--- src/rtl/hex_display_mux.sv ---
// Time-multiplexed hex display driver: shadowed value/dp, per-digit scan,
// leading-zero blanking and whole-display blink, all outputs registered.
module hex_display_mux #(
    parameter int unsigned NUM_DIGITS  = 4,
    parameter int unsigned REFRESH_DIV = 50000,
    parameter int unsigned BLINK_SCANS = 64
) (
    input  logic                    clk,
    input  logic                    rst_n,
    input  logic [4*NUM_DIGITS-1:0] value,
    input  logic                    load,
    input  logic [NUM_DIGITS-1:0]   dp_in,
    input  logic                    blank_lz,
    input  logic                    blink_en,
    output logic [6:0]              seg,
    output logic                    dp,
    output logic [NUM_DIGITS-1:0]   an
);

    localparam int unsigned VW = 4 * NUM_DIGITS;
    localparam int unsigned RW = (REFRESH_DIV > 1) ? $clog2(REFRESH_DIV) : 1;
    localparam int unsigned IW = (NUM_DIGITS > 1)  ? $clog2(NUM_DIGITS)  : 1;
    localparam int unsigned SW = (BLINK_SCANS > 1) ? $clog2(BLINK_SCANS) : 1;

    logic [RW-1:0]         ref_cnt_q, ref_cnt_d;
    logic [IW-1:0]         idx_q, idx_d;
    logic [SW-1:0]         scan_cnt_q, scan_cnt_d;
    logic                  blink_phase_q, blink_phase_d;
    logic [VW-1:0]         shadow_val_q, shadow_val_d;
    logic [NUM_DIGITS-1:0] shadow_dp_q, shadow_dp_d;
    logic [6:0]            seg_q, seg_d;
    logic                  dp_q, dp_d;
    logic [NUM_DIGITS-1:0] an_q, an_d;

    logic                  ref_wrap;
    logic                  idx_wrap;
    logic                  zero_above;
    logic [NUM_DIGITS-1:0] lz;
    logic [3:0]            cur_nib;
    logic                  cur_dp;
    logic                  cur_blank;
    logic                  hide;

    function automatic logic [6:0] glyph(input logic [3:0] nib);
        case (nib)
            4'h0:    glyph = 7'b1000000;
            4'h1:    glyph = 7'b1111001;
            4'h2:    glyph = 7'b0100100;
            4'h3:    glyph = 7'b0110000;
            4'h4:    glyph = 7'b0011001;
            4'h5:    glyph = 7'b0010010;
            4'h6:    glyph = 7'b0000010;
            4'h7:    glyph = 7'b1111000;
            4'h8:    glyph = 7'b0000000;
            4'h9:    glyph = 7'b0011000;
            4'hA:    glyph = 7'b0001000;
            4'hB:    glyph = 7'b0000011;
            4'hC:    glyph = 7'b1000110;
            4'hD:    glyph = 7'b0100001;
            4'hE:    glyph = 7'b0000110;
            default: glyph = 7'b0001110;
        endcase
    endfunction

    // Scan timing: refresh divider, digit index, scan counter and blink phase
    always_comb begin
        ref_wrap      = (ref_cnt_q == RW'(REFRESH_DIV - 1));
        idx_wrap      = (idx_q == IW'(NUM_DIGITS - 1));
        ref_cnt_d     = ref_wrap ? '0 : ref_cnt_q + RW'(1);
        idx_d         = idx_q;
        scan_cnt_d    = scan_cnt_q;
        blink_phase_d = blink_phase_q;
        if (ref_wrap) begin
            idx_d = idx_wrap ? '0 : idx_q + IW'(1);
            if (idx_wrap) begin
                if (scan_cnt_q == SW'(BLINK_SCANS - 1)) begin
                    scan_cnt_d    = '0;
                    blink_phase_d = ~blink_phase_q;
                end else begin
                    scan_cnt_d = scan_cnt_q + SW'(1);
                end
            end
        end
        shadow_val_d = load ? value : shadow_val_q;
        shadow_dp_d  = load ? dp_in : shadow_dp_q;
    end

    // Output path: leading-zero mask, digit select and glyph decode
    always_comb begin
        zero_above = 1'b1;
        lz         = '0;
        for (int i = int'(NUM_DIGITS) - 1; i > 0; i--) begin
            zero_above = zero_above & (shadow_val_q[4*i +: 4] == 4'h0);
            lz[i]      = blank_lz & zero_above;
        end

        cur_nib   = 4'h0;
        cur_dp    = 1'b0;
        cur_blank = 1'b0;
        an_d      = '1;
        for (int i = 0; i < int'(NUM_DIGITS); i++) begin
            if (idx_q == IW'(i)) begin
                cur_nib   = shadow_val_q[4*i +: 4];
                cur_dp    = shadow_dp_q[i];
                cur_blank = lz[i];
                an_d[i]   = 1'b0;
            end
        end

        hide  = cur_blank | (blink_en & blink_phase_q);
        seg_d = hide ? 7'b1111111 : glyph(cur_nib);
        dp_d  = hide | ~cur_dp;
    end

    always_ff @(posedge clk) begin
        if (!rst_n) begin
            ref_cnt_q     <= '0;
            idx_q         <= '0;
            scan_cnt_q    <= '0;
            blink_phase_q <= 1'b0;
            shadow_val_q  <= '0;
            shadow_dp_q   <= '0;
            seg_q         <= 7'b1111111;
            dp_q          <= 1'b1;
            an_q          <= '1;
        end else begin
            ref_cnt_q     <= ref_cnt_d;
            idx_q         <= idx_d;
            scan_cnt_q    <= scan_cnt_d;
            blink_phase_q <= blink_phase_d;
            shadow_val_q  <= shadow_val_d;
            shadow_dp_q   <= shadow_dp_d;
            seg_q         <= seg_d;
            dp_q          <= dp_d;
            an_q          <= an_d;
        end
    end

    assign seg = seg_q;
    assign dp  = dp_q;
    assign an  = an_q;

endmodule

--- config.mk ---
export PLATFORM = sky130hd
export DESIGN_NAME = hex_display_mux
export DESIGN_NICKNAME = d
export VERILOG_FILES = /design/src/rtl/hex_display_mux.sv
export SDC_FILE = /design/constraint.sdc
export NUM_CORES = 1
export LEC_CHECK = 0
export ABC_AREA = 0
export BUFFER_PORTS_ARGS = -buffer_cell sky130_fd_sc_hd__buf_2
export CORE_MARGIN = 8
export CORE_UTILIZATION = 45
export DETAILED_ROUTE_END_ITERATION = 16
export GPL_TIMING_DRIVEN = 0
export PLACE_DENSITY_LB_ADDON = 0.2
export SLEW_MARGIN = 0
export SYNTH_ARGS = -nofsm -noshare
export SYNTH_HDL_FRONTEND = slang
export SYNTH_SLANG_ARGS = --single-unit
--- constraint.sdc ---
create_clock -name clk -period 2.83 [get_ports clk]
set_clock_uncertainty 0.2 [all_clocks]
set_input_delay 0.849 -clock clk [delete_from_list [all_inputs] [get_ports clk]]
set_output_delay 0.849 -clock clk [all_outputs]
set_load 0.01 [all_outputs]
==> results of run 1 <==
worst max-delay path by stage:
stage / startpoint / to / slack [ns] / cells after the start
2_1_floorplan: idx_q[0]$_SDFFE_PN0N_ / seg[3]$_SDFF_PP1_ / 0.26 / 9
3_3_place_gp: idx_q[0]$_SDFFE_PN0N_ / seg[3]$_SDFF_PP1_ / 0.04 / 9
3_5_place_dp: idx_q[0]$_SDFFE_PN0N_ / seg[3]$_SDFF_PP1_ / -0.02 / 9
4_1_cts: idx_q[0]$_SDFFE_PN0N_ / seg[3]$_SDFF_PP1_ / 0.06 / 9
5_1_grt: idx_q[1]$_SDFFE_PN0N_ / seg[3]$_SDFF_PP1_ / 0.02 / 9
6_report: idx_q[1]$_SDFFE_PN0N_ / seg[3]$_SDFF_PP1_ / 0.18 / 9
Yosys cell counts (2+ instances only):
cell      number  share of area
o21ai_0        5         0.0092
nand3b_1       2         0.0055
a211oi_1       2         0.0055
nand2_1       23          0.032
nor4_1         3         0.0069
clkbuf_1       6         0.0083
o221ai_1       3         0.0097
xor2_1         8          0.026
a221o_1        3          0.011
a41oi_1        2         0.0065
or3_1          2         0.0046
ha_1          11          0.051
o21ai_1        2         0.0037
nor3b_1        2         0.0055
dfxtp_1       57           0.42
nor2_2         2         0.0046
mux2i_1       26          0.096
xnor2_1        7          0.023
nor3_1         4         0.0074
a21oi_1       11          0.020
buf_4          3         0.0083
and3_2         2         0.0055
inv_1         11          0.015
a22oi_2        2         0.0092
o211ai_1       2         0.0055
nand3_1       10          0.018
nor2_1        43          0.060
buf_2          3         0.0055
nand4_1        3         0.0069
stage by stage:
step	utilization	cells	worst slack [ns]
6_report	0.546	411	0.181
4_1_cts	0.546	411	0.0580
2_1_floorplan	-	284	0.263
3_5_place_dp	0.508	393	-0.0169
3_3_place_gp	0.508	393	0.0409
5_1_grt	0.546	411	0.0207
logic make-up (layout without fill, tap and decap cells):
logic type                 Yosys count  in the layout  synth area share
AOI/OAI and AO/OA                   39             39             0.116
xor gates and xnor gates            15             15            0.0485
adders and majority gates           11             11            0.0509
buffers and inverters               25             77            0.0430
DFF                                 57             57             0.422
muxes                               27             27             0.100
and+or+nand+nor                    110            110             0.220
critical path, stage by stage, from the launching register on:
cell      delay, ns
dfxtp_1        0.37
inv_1          0.08
ha_1           0.21
buf_4          0.18
a221o_1        0.35
a22oi_2        0.21
ha_1           0.32
mux2_1         0.34
o221ai_1       0.17
o21ai_1        0.09
where the power goes:
group | internal [W] | switching, W
Clock | 0.000478 | 0.000313
Sequential | 0.000834 | 0.0000189
Combinational | 0.0000710 | 0.0000785
Total | 0.00138 | 0.000410
flip-flops by register name, summed over array words and instances (netlist names):
name           count
an                 4
blink_phase_q      1
dp                 1
idx_q              2
ref_cnt_q         16
scan_cnt_q         6
seg                7
shadow_dp_q        4
shadow_val_q      16
per-layer routing:
metal / up-vias / part of all wire
met5: - / 0
met4: 0 / 0.011
met3: 7 / 0.056
met2: 40 / 0.45
met1: 964 / 0.48
li1: 1087 / -
cell type report:
cell class | instances | share of cell area
multi-input cells | 202 | 0.454
well taps | 75 | 0.0294
repair buffers | 36 | 0.0579
clock inverters | 2 | 0.0110
plain buffers | 13 | 0.0223
clock buffers | 14 | 0.0540
inverters | 12 | 0.0141
flip-flops and latches | 57 | 0.357
timing repair:
| item | in CTS | in global routing |
|---|---|---|
| setup endpoints to repair | 1 | 1 |
| gates resized for setup | 0 | 2 |
| pin swaps | 2 | 0 |
| cloned | 0 | 0 |
| setup buffers | 2 | 0 |
==> out/metrics.yaml, run 1 <==
logic_synthesis:
  async_reset_ff_frac: 0
  synth_cell_types: 53
  synthFlopType: "dfxtp_1"
  syn_avg_cell_area_um2: 9.53
  syn-instance-count: 284
  synth_edf_count: 0
  ys_warn_count: 0
  synth_area_um2: 2710
  yosysSeqAreaShare: 0.422
  synth_seq_cells: 57
  synthesis.nets: 320
cts:
  htree_num_levels: 3
  cts_tree: "yes"
  cts.sinks: 57
  ctsLongestPathBuffers: 2
  cts.clk_slew.worst_paths_ns: 0.06
  clkLatencyLatePin_ns: 0.33
  cts_root_buffer: "clkbuf_8"
  cts_made_buffers: 9
  cts-hold-fix-buffers: 0
detailed_routing:
  postRouteAntennaNets: 0
  vias: 2098
  drc: 0
  drt_pre_antenna_iters: 4
  routed_wl_mm: 5.70
  via_per_inst: 5.10
  routedWlPerCell_um: 13.9
  drt_iter0_drc: 77
layout:
  final_common_cell: "dfxtp_1"
  postLayoutCellArea_um2: 3200
  regArea_um2: 1140
  layout-drive-gt1-share: 0.232
  area_growth_pct: 18.1
  num_antenna_cells: 0
  layout_common_cells: "dfxtp_1 (56), nor2_1 (43), buf_2 (37)"
  multi_input_area_um2: 1450
  nets: 367
  nFillCells: 539
power_and_ir_drop:
  total_power_w: 0.00179
  ir_drop_mv: 0.337
  p_leak_nw: 1.32
  power-per-cell-area_nw_per_um2: 561
critical_path:
  crit_required_ns: 2.82
  rr_endpoint: "seg[3]$_SDFF_PP1_"
  critPathLaunchType: "register"
  crit_path_end_kind: "register"
  crit_type: "reg2reg"
  rr_worst_depth: 9
  timing.reg2reg.setup_slack_ns: 0.18
  regToRegStartpoint: "idx_q[1]$_SDFFE_PN0N_"
  arrival_ns: 2.64
  path_max_fanout: 10
floorplanning:
  num_io_pins: 37
  fp.dieW_um: 93.6
  dieArea_um2: 8750
  die_height_um: 93.6
  core_um2: 5850
  row_count: 28
  start_util: 0.463
place:
  dp_hpwl_mm: 4.12
  numPortBuffers: 34
  gp_congestion: 0.800
  dpl_cell_area_um2: 2970
sta:
  max_freq_ghz: 0.378
  rsz0062_at_grt: "false"
  final-setup-viol-count: 0
  worstMarginPinSlew_ns: 0.695
  hold_slack_ns: 0.264
  setup_tns_ns: 0
  maxSlewHeadroom: 0.537
  final_hold_viol_count: 0
  min_period_ns: 2.65
  drv_slew: 0
  period_share: 0.936
grt:
  grt_usage: 0.137
  grt_use_met2: 0.214
  grt-ovfl-total: 0
  grt_pass1_vias: 2081
  grt_pass1_wl_mm: 9.54
  grtUsageMet1: 0.165
  antenna_found_initial: 0
  use_met3: 0.0505
  busiest_layer: "met2"
  grt_max_degree: 11
run_status:
  outcome: "completed"
hold_path:
  hold_class: "reg2reg"
  min_to: "ref_cnt_q[0]$_SDFF_PP0_"
  holdPathStages: 1
  hp-start: "ref_cnt_q[0]$_SDFF_PP0_"
job:
  cap_violations: 0
Power figures use the tool's default switching activity.
==> run 2, diff against run 1 <==
- BUFFER_PORTS_ARGS: -buffer_cell sky130_fd_sc_hd__buf_2 -> default
- DONT_BUFFER_PORTS: default -> 1
==> run 2 against run 1 <==
Net effect:
- hold slack better by 0.012 ns
- setup slack got worse by 0.011 ns
- core utilization decreased by 2.6 points
- non-clock buffer count decreased by 34
- clock power up 2.8%
- via count down 4.5%
==> out/metrics.yaml, run 2 (synthesized netlist as in run 1, its figures left out) <==
floorplanning:
  core_um2: 5850  # unchanged
  num_io_pins: 37  # unchanged
  fp.dieW_um: 93.6  # unchanged
  row_count: 28  # unchanged
  start_util: 0.463  # unchanged
  dieArea_um2: 8750  # unchanged
  die_height_um: 93.6  # unchanged
grt:
  busiest_layer: "met2"
  grt-ovfl-total: 0  # unchanged
  grt_pass1_vias: 1939  # -6.8%
  grt_max_degree: 11  # unchanged
  antenna_found_initial: 0  # unchanged
  grt_use_met2: 0.199  # -0.0153
  use_met3: 0.0521  # +0.00160
  grtUsageMet1: 0.175  # +0.0104
  grt_usage: 0.138  # +0.000646
  grt_pass1_wl_mm: 9.45  # -0.86%
sta:
  drv_slew: 0  # unchanged
  min_period_ns: 2.66  # +0.0105 ns
  rsz0062_at_grt: "false"
  setup_ws_ns: 0.171  # -0.0105 ns
  final_hold_viol_count: 0  # unchanged
  worstMarginPinSlew_ns: 0.704  # +0.00875 ns
  final-setup-viol-count: 0  # unchanged
  period_share: 0.940  # +0.00372
  max_freq_ghz: 0.376  # -0.40%
  maxSlewHeadroom: 0.531  # -0.00584
critical_path:
  path_max_fanout: 10  # unchanged
  crit_type: "reg2reg"
  critPathLaunchType: "register"
  crit_path_end_kind: "register"
  timing.reg2reg.setup_slack_ns: 0.17  # about the same
  crit_required_ns: 2.82  # about the same
  arrival_ns: 2.65  # about the same
detailed_routing:
  routedWlPerCell_um: 14.9  # +7.6%
  via_per_inst: 5.33  # +4.4%
  drt_pre_antenna_iters: 4  # unchanged
  drc: 0  # unchanged
  vias: 2003  # -4.5%
  routed_wl_mm: 5.61  # -1.5%
  postRouteAntennaNets: 0  # unchanged
  drt_iter0_drc: 79  # +2.6%
layout:
  nFillCells: 560  # +3.9%
  area_growth_pct: 12.5
  final_common_cell: "dfxtp_1"
  layout_common_cells: "dfxtp_1 (56), nor2_1 (43), mux2i_1 (26)"
  layout-drive-gt1-share: 0.153  # -0.0793
  postLayoutCellArea_um2: 3050  # -4.7%
  num_antenna_cells: 0  # unchanged
  final_cells: 376  # -8.5%
  nets: 333  # -9.3%
power_and_ir_drop:
  total_power_w: 0.00180  # +0.14%
  p_leak_nw: 1.20  # -8.9%
  power-per-cell-area_nw_per_um2: 590  # +5.1%
  ir_drop_mv: 0.391  # +16%
place:
  place_inst: 359  # -8.7%
  dp_slack_ns: -0.0322  # -0.0153 ns
  gp_congestion: 0.755  # -5.6%
  dpl_cell_area_um2: 2800  # -5.7%
  dp_hpwl_mm: 3.98  # -3.2%
  numPortBuffers: 0  # -100%
cts:
  cts_tree: "yes"
  cts.sinks: 57  # unchanged
  ctsLongestPathBuffers: 2  # unchanged
  clkLatencyLatePin_ns: 0.33  # about the same
  cts_made_buffers: 9  # unchanged
  cts.clk_slew.worst_paths_ns: 0.06  # about the same
  htree_num_levels: 3  # unchanged
  cts_root_buffer: "clkbuf_8"
run_status:
  outcome: "completed"
hold_path:
  hold_class: "reg2reg"
job:
  cap_violations: 0  # unchanged
## run 2: worst paths after layout
check,cells after the start,startpoint,to
setup / recovery,9,idx_q[1]$_SDFFE_PN0N_,seg[3]$_SDFF_PP1_
hold / removal,1,ref_cnt_q[0]$_SDFF_PP0_,ref_cnt_q[0]$_SDFF_PP0_
setup reg to reg,9,idx_q[1]$_SDFFE_PN0N_,seg[3]$_SDFF_PP1_
hold reg to reg,1,ref_cnt_q[0]$_SDFF_PP0_,ref_cnt_q[0]$_SDFF_PP0_
## run 2: per-stage QoR
step	setup TNS (ns)	util	hold slack (ns)
CTS	0	0.518	0.282
detailed placement	-0.0322	0.479	0.269
floorplan	0	-	0.230
finish	0	0.521	0.276
global placement	0	0.479	0.246
global route	0	0.521	0.304
## run 2: report_power, final
group	switching (W)	leakage [nW]	internal, W
registers	0.0000266	0.467	0.000834
logic	0.0000657	0.624	0.0000556
clock network	0.000317	0.112	0.000497
## run 2: cell type report
class / count / area (um2) / area share
buffer: 13 / 71.3 / 0.0234
inverter: 12 / 45.0 / 0.0148
tap: 75 / 93.8 / 0.0308
sequential: 57 / 1140 / 0.375
timing repair buffer: 2 / 15.0 / 0.00493
clock buffer: 13 / 179 / 0.0588
multi-input combinational: 202 / 1460 / 0.481
clock inverter: 2 / 35.0 / 0.0115
## run 2: repair_timing
| item | 4_1_cts | 5_1_grt |
|---|---|---|
| resized for setup | 0 | 3 |
| pin swaps | 2 | 2 |
| buffers inserted | 2 | 0 |
| setup endpoints to repair | 1 | 1 |
| hold buffers | 0 | 0 |
## run 2: metal layers
layer / up-vias / wire (um)
met3: 8 / 315
met1: 937 / 2770
met4: 0 / 103
met5: - / 0
li1: 1025 / -
met2: 33 / 2420
## run 2: worst max-delay path: stages, from the launching register on
cell and delay, ns:
dfxtp_1 0.37, inv_1 0.08, ha_1 0.21, buf_4 0.17, a221o_1 0.35, a22oi_2 0.27
ha_4 0.27, mux2_1 0.30, o221ai_1 0.18, o21ai_1 0.10
